**config.mk**
```make
export PLATFORM = sky130hd
export DESIGN_NAME = paddle_pulse_decoder
export DESIGN_NICKNAME = d
export VERILOG_FILES = /design/src/rtl/paddle_pkg.sv /design/src/rtl/paddle_chan_decoder.sv /design/src/rtl/paddle_pulse_decoder.sv
export SDC_FILE = /design/constraint.sdc
export NUM_CORES = 1
export LEC_CHECK = 0
export ABC_CLOCK_PERIOD_IN_PS = 4780
export CAP_MARGIN = 40
export CORE_ASPECT_RATIO = 0.7
export CORE_UTILIZATION = 52
export CTS_CLUSTER_SIZE = 8
export DETAILED_ROUTE_END_ITERATION = 8
export HOLD_SLACK_MARGIN = 0.15
export PLACE_DENSITY = 0.75
export SYNTH_ARGS = -nofsm -noshare
export SYNTH_HDL_FRONTEND = slang
export SYNTH_SLANG_ARGS = --single-unit
```
**constraint.sdc**
```tcl
create_clock -name clk_sys -period 4.78 [get_ports clk_sys]
set_clock_uncertainty 0.1 [all_clocks]
set_input_delay 0.717 -clock clk_sys [delete_from_list [all_inputs] [get_ports clk_sys]]
set_output_delay 0.717 -clock clk_sys [all_outputs]
set_load 0.03 [all_outputs]
```
**src/rtl/paddle_pkg.sv**
```systemverilog
// rtl/paddle_pkg.sv - shared types and constants for the paddle pulse decoder
package paddle_pkg;

    localparam int POS_W             = 8;
    localparam int MAX_COUNT_DEFAULT = 255;

    typedef enum logic [1:0] {
        IDLE  = 2'd0,
        ARMED = 2'd1,
        DONE  = 2'd2
    } chan_state_t;

endpackage

```
**src/rtl/paddle_chan_decoder.sv**
```systemverilog
// rtl/paddle_chan_decoder.sv - one channel: line counter, state machine and position latch
module paddle_chan_decoder
    import paddle_pkg::*;
#(
    parameter bit INVERT    = 1'b0,
    parameter int MAX_COUNT = MAX_COUNT_DEFAULT
) (
    input  logic             clk_sys,
    input  logic             reset,
    input  logic             vs_edge,
    input  logic             hs_edge,
    input  logic             pad,
    output logic [POS_W-1:0] pos,
    output logic             pos_stb,
    output logic             timeout
);

    localparam logic [POS_W-1:0] MAX_C    = POS_W'(MAX_COUNT);
    localparam logic [POS_W-1:0] INV_MASK = {POS_W{INVERT}};

    chan_state_t      state, state_next;
    logic [POS_W-1:0] cnt, cnt_next;
    logic [POS_W-1:0] pos_next;
    logic             stb_next;
    logic             timeout_next;

    always_ff @(posedge clk_sys) begin
        if (reset) begin
            state   <= IDLE;
            cnt     <= '0;
            pos     <= '0;
            pos_stb <= 1'b0;
            timeout <= 1'b0;
        end else begin
            state   <= state_next;
            cnt     <= cnt_next;
            pos     <= pos_next;
            pos_stb <= stb_next;
            timeout <= timeout_next;
        end
    end

    always_comb begin
        state_next   = state;
        cnt_next     = cnt;
        pos_next     = pos;
        stb_next     = 1'b0;
        timeout_next = timeout;

        if (vs_edge) begin
            // A frame that ends still armed never saw the paddle: report full scale.
            if (state == ARMED) begin
                pos_next     = MAX_C ^ INV_MASK;
                stb_next     = 1'b1;
                timeout_next = 1'b1;
            end
            cnt_next   = '0;
            state_next = ARMED;
        end else if (state == ARMED) begin
            if (pad) begin
                pos_next     = cnt ^ INV_MASK;
                stb_next     = 1'b1;
                timeout_next = 1'b0;
                state_next   = DONE;
            end else if (hs_edge && (cnt < MAX_C)) begin
                cnt_next = cnt + 1'b1;
            end
        end
    end

endmodule

```
**src/rtl/paddle_pulse_decoder.sv**
```systemverilog
// rtl/paddle_pulse_decoder.sv - two-channel paddle position decoder with shared sync edge detect
module paddle_pulse_decoder
    import paddle_pkg::*;
#(
    parameter bit INVERT0   = 1'b0,
    parameter bit INVERT1   = 1'b0,
    parameter int MAX_COUNT = MAX_COUNT_DEFAULT
) (
    input  logic             clk_sys,
    input  logic             reset,
    input  logic             hs,
    input  logic             vs,
    input  logic [1:0]       pad_in,
    output logic [POS_W-1:0] pos0,
    output logic [POS_W-1:0] pos1,
    output logic [1:0]       pos_stb,
    output logic [1:0]       timeout
);

    logic       hs_q;
    logic       vs_q;
    logic [1:0] pad_q;
    logic       sync_valid;
    logic       hs_edge;
    logic       vs_edge;

    // sync_valid masks the first cycle after reset so a level already high
    // at release loads the history register instead of looking like an edge.
    always_ff @(posedge clk_sys) begin
        if (reset) begin
            hs_q       <= 1'b0;
            vs_q       <= 1'b0;
            pad_q      <= 2'b00;
            sync_valid <= 1'b0;
        end else begin
            hs_q       <= hs;
            vs_q       <= vs;
            pad_q      <= pad_in;
            sync_valid <= 1'b1;
        end
    end

    assign hs_edge = sync_valid & hs & ~hs_q;
    assign vs_edge = sync_valid & vs & ~vs_q;

    paddle_chan_decoder #(
        .INVERT    (INVERT0),
        .MAX_COUNT (MAX_COUNT)
    ) u_chan0 (
        .clk_sys (clk_sys),
        .reset   (reset),
        .vs_edge (vs_edge),
        .hs_edge (hs_edge),
        .pad     (pad_q[0]),
        .pos     (pos0),
        .pos_stb (pos_stb[0]),
        .timeout (timeout[0])
    );

    paddle_chan_decoder #(
        .INVERT    (INVERT1),
        .MAX_COUNT (MAX_COUNT)
    ) u_chan1 (
        .clk_sys (clk_sys),
        .reset   (reset),
        .vs_edge (vs_edge),
        .hs_edge (hs_edge),
        .pad     (pad_q[1]),
        .pos     (pos1),
        .pos_stb (pos_stb[1]),
        .timeout (timeout[1])
    );

endmodule

```
After elaboration in Yosys (flattened, before gate mapping)
Index checks and enable logic that the tools add are counted.

word-level totals
  word-level logic and storage cells = 76
  register bits = 45
  output and inout bits = 20
  bits of input ports = 6

cells by class
  bitwise operators = 8
  magnitude comparators = 2
  eq/ne operators = 2
  reduce and logical (&&, ||, !) cells = 15
  muxes and demuxes = 31
  add/sub/neg operators = 2

operator list
  cell                                                number
  two-way mux 8 bit                                   8
  two-way mux 1 bit                                   23
  adder 8 x 1 -> 8 bit (second input constant)        2
  less-than comparator 8 bit (second input constant)  2
  AND reduction 2 bit                                 6
  nonzero test 2 bit                                  4
  AND reduction 3 bit                                 2
  bitwise AND 1 bit                                   4
  == test 2 x 1 -> 1 bit (second input constant)      2
  NOT 1 bit                                           4
  logical AND 1 bit                                   2
  OR reduction 2 bit                                  1

Depth between registers and ports, before layout
  depth after elaboration = 4
  depth in mapped cells = 5
  depth with buffers taken out = 5

By module
A second synthesis with hierarchy kept.

second synthesis, totals
  cells, all modules = 196
  area, all modules = 1773.0 um2

modules (own cells, without submodules)
  module                seq. area each (um2)  area an instance (um2)  cells each  times used
  paddle_chan_decoder   400.4                 813.3                   92          2
  paddle_pulse_decoder  100.1                 146.4                   12          1

Worst setup path after synthesis
Ideal clock, no wire load.

  kind = input to register
  from = input port hs
  to = register u_chan0.cnt[4]
  slack = 2.956 ns
  stages = 5
  setup time = 0.071 ns
  path buffers = 1
  data arrival time = 1.653 ns
  required time = 4.609 ns
  path through = and3b_1 buf_4 nand2_4 or4_1 a21oi_1

on the way
  word-level cells in the longest chain between the ends = 4

ends and longest elaborated chain
  what                                  line                        source
  from (decl)                           paddle_pulse_decoder.sv:11  input logic hs,
  bitwise AND 1 bit (2 in series)       paddle_pulse_decoder.sv:43  assign hs_edge = sync_valid & hs & ~hs_q;
  logical AND 1 bit                     paddle_chan_decoder.sv:65   end else if (hs_edge && (cnt < MAX_C)) begin
  AND reduction 3 bit (no source line)  -
  to (signal assigned)                  paddle_chan_decoder.sv:36   cnt <= cnt_next;
  to (decl)                             paddle_chan_decoder.sv:22   logic [POS_W-1:0] cnt, cnt_next;

No other way between the ends.
A chain may end at the register's enable or synchronous reset.

Final worst setup path
  from = input port reset
  to = register u_chan1.cnt[3]

on the way
  word-level cells in the longest chain between the ends = 1

ends and longest elaborated chain
  what                                 line                        source
  from (decl)                          paddle_pulse_decoder.sv:10  input logic reset,
  OR reduction 2 bit (no source line)  -
  to (signal assigned)                 paddle_chan_decoder.sv:36
  to (decl)                            paddle_chan_decoder.sv:22

No other way between the ends.

==> summary.md <==
| Metric | Value |
|---|---|
| WS Path Type | `in -> reg` |
| Setup TNS | `0 ns` |
| Proportion of layout cells with a drive suffix above 1 | `0.0586` |
| PwrDens | `around 330 nW/um2` |
| Die Span X | `about 74 um` |
| Clock buffer count from CTS | `5` |
| Synth Net Count | `between 200 and 250` |
| DRT Pass-1 Iters | `4` |
| IO buf count | `25` |
| Remaining Overflow, GRT | `0` |
| Worst Hold Class | `reg -> reg` |
| Most frequent cells in the layout | `dfxtp_1 (45), nand2_1 (40), clkdlybuf4s50_1 (25)` |
| CTS H-tree lvls | `2` |
| Die ar. | `around 3900 um2` |
| EDFF count, synth | `0` |
| Pin count of the biggest net entering global routing | `26` |
| Final setup fails | `0` |
| Starting density of the core | `0.568` |
| CTS tree | `done` |
| Final Max Tran Viols | `0` |
| CP required | `a little under 5 ns` |
| I/O Pins | `26` |
| Slew @ Worst Pin | `between 0.9 and 1 ns` |
| Initial drt markers | `around 150` |
| Tmin final | `roughly 2.9 ns` |
| Clk_lat worst skew | `0.30 ns` |
| Nets | `around 250` |
| Slowest CP cell | `clkdlybuf4s50_1` |
| Ant diodes | `0` |
| # hold bufs at CTS | `0` |
| Cell Rows | `17` |
| Syn Std Cell Area | `~1900 um2` |
| Bufs and invs on worst path | `2` |
| Reg clk slew, reported paths | `approximately 0.080 ns` |
| Final worst-path cycle share | `0.600` |
| Clock sink count | `45` |
| Delay-heaviest family, CP | `buffers and inverters` |
| RSZ-0062 raised after global routing | `no` |
| WP data arrival | `around 3 ns` |
| Number of synthesized register bits | `45` |
| All-layer global routing usage | `0.237` |
| Vias per cell | `~5.6` |
| Relative slew slack | `0.391` |
| Outcome | `finished, final reports clean` |
| Cells along the critical path | `clkdlybuf4s50_1, inv_1, nand2_1, or4_1, nand2_1` |
| VDD IR max | `between 0.2 and 0.25 mV` |
| Hold violation count in the final report | `0` |
| Via count | `around 1600` |
| Most common cell after layout, fill and taps aside | `dfxtp_1` |
| Crit-path max cell delay | `roughly 0.87 ns` |
| Critical path startpoint category | `input pin` |
| Post-CTS setup buffer count | `0` |
| DP Wirelength | `~2900 um` |
| Post-Syn Instances | `between 200 and 250` |
| Fillers | `around 270` |
| DRT antenna net count | `0` |
| Routed wire length | `~4000 um` |
| Initial antenna violation count | `0` |
| Longest Clk Path Bufs | `2` |
| Post-synth ARST share | `0` |
| Element type at the critical path end | `flip-flop` |
| Most common flop cell mapped by yosys | `dfxtp_1` |
| Core Region | `roughly 3300 um2` |
| Worst Path Max Fanout | `25` |
| Syn-to-layout area delta | `19.2%` |
| Remaining DRCs | `0` |
| First-pass GRT wire length | `between 6000 and 7000 um` |
| CTS Root Cell | `clkbuf_8` |
| Max-cap check violation count | `0` |
| Most Frequent Cell on Critical Path | `nand2_1` |
| Hold_ws | `approximately 0.37 ns` |
| Resize count post-CTS | `0` |
| FMAX | `0.349 GHz` |
| DIE HEIGHT | `52.2 um` |
| Seq/Total Area, Yosys | `0.481` |
| PnR Total Power | `approximately 0.73 mW` |
| WL/cell | `about 14 um` |
| Static Leakage | `0.785 nW` |
| Synth warn | `0` |
| Vias in the first global route | `about 1400` |
| Distinct cell type count after synthesis | `33` |
| Final Wtd Congestion | `0.868` |
| Avg Cell Area, Syn | `between 8 and 9 um2` |
## layout make-up
cell class,count,area (um2),area share
tap,47,58.8,0.0263
multi-input combinational,158,901,0.403
timing repair buffer,25,250,0.112
clock inverter,2,38.8,0.0174
inverter,3,11.3,0.00504
sequential,45,901,0.403
clock buffer,6,72.6,0.0325
## sequential cells by signal, summed over array words and instances (netlist names), 2 cells and up
name and count:
pad_q 2, u_chan1.pos 8, u_chan0.pos 8, u_chan1.state 2, u_chan0.state 2, u_chan0.cnt 8, u_chan1.cnt 8
## path summary, 6_finish.rpt
| check | cells after the start | startpoint | end | slack, ns |
|---|---|---|---|---|
| worst max register to register | 4 | sync_valid | u_chan0.cnt[2] | 3.05 |
| worst min register to register | 2 | u_chan0.timeout | u_chan0.timeout | 0.37 |
| worst min-delay path | 2 | u_chan0.timeout | u_chan0.timeout | 0.37 |
| worst max-delay path | 5 | reset | u_chan1.cnt[3] | 1.91 |
## stage by stage
step                      std cells  instance area (um2)  utilization  setup WS [ns]
after floorplan                 217                 1870            -           2.96
after CTS                       286                 2230        0.677           1.96
final                           286                 2230        0.677           1.91
after detailed placement        278                 2120        0.644           1.65
after global routing            286                 2230        0.677           1.79
after global placement          278                 2120        0.644           1.71
## layer usage
metal,track usage,up-vias,part of all wire
met5,0,-,0
met4,0.0641,0,0.0074
met3,0.0635,5,0.051
met2,0.338,48,0.42
met1,0.350,730,0.53
li1,-,815,-
## where the power goes
group	leakage, nW	internal, mW	switching (mW)	total (mW)
clock	0.0554	0.157	0.130	0.287
sequential	0.365	0.383	0.00626	0.390
combinational	0.364	0.0217	0.0325	0.0542
## cell families after synthesis
logic type | Yosys count | synth area share
buf+inv | 14 | 0.0381
flops | 45 | 0.481
fa+ha+maj | 2 | 0.0134
compound gates | 42 | 0.143
xor+xnor | 1 | 0.00468
simple gates | 111 | 0.309
mux | 2 | 0.0107
## synthesized netlist by cell type, types with 2 or more instances
cell type,count,share of area
dfxtp_1,45,0.48
nand2_1,40,0.080
nor2_1,18,0.036
a21oi_1,15,0.040
a31oi_1,14,0.047
nor3_1,10,0.027
nand3_1,8,0.021
clkbuf_1,6,0.012
nor2b_1,6,0.020
buf_4,5,0.020
and3_1,4,0.013
and4_1,4,0.019
o21ai_0,4,0.011
inv_1,3,0.0060
nand3b_1,3,0.012
o221a_2,3,0.018
o31ai_1,3,0.012
or3_1,3,0.010
and2_1,2,0.0067
and3b_1,2,0.0094
and4b_1,2,0.011
ha_1,2,0.013
mux2i_1,2,0.011
nand2b_1,2,0.0067
nand4_1,2,0.0067
or4_1,2,0.0080
## worst register-to-register path: stages, from the launching register on
cell and delay, ns:
dfxtp_1 0.39, nand3b_1 0.17, nor3_1 0.56, a21oi_1 0.15
a311oi_1 0.27
Power figures use the tool's default switching activity.
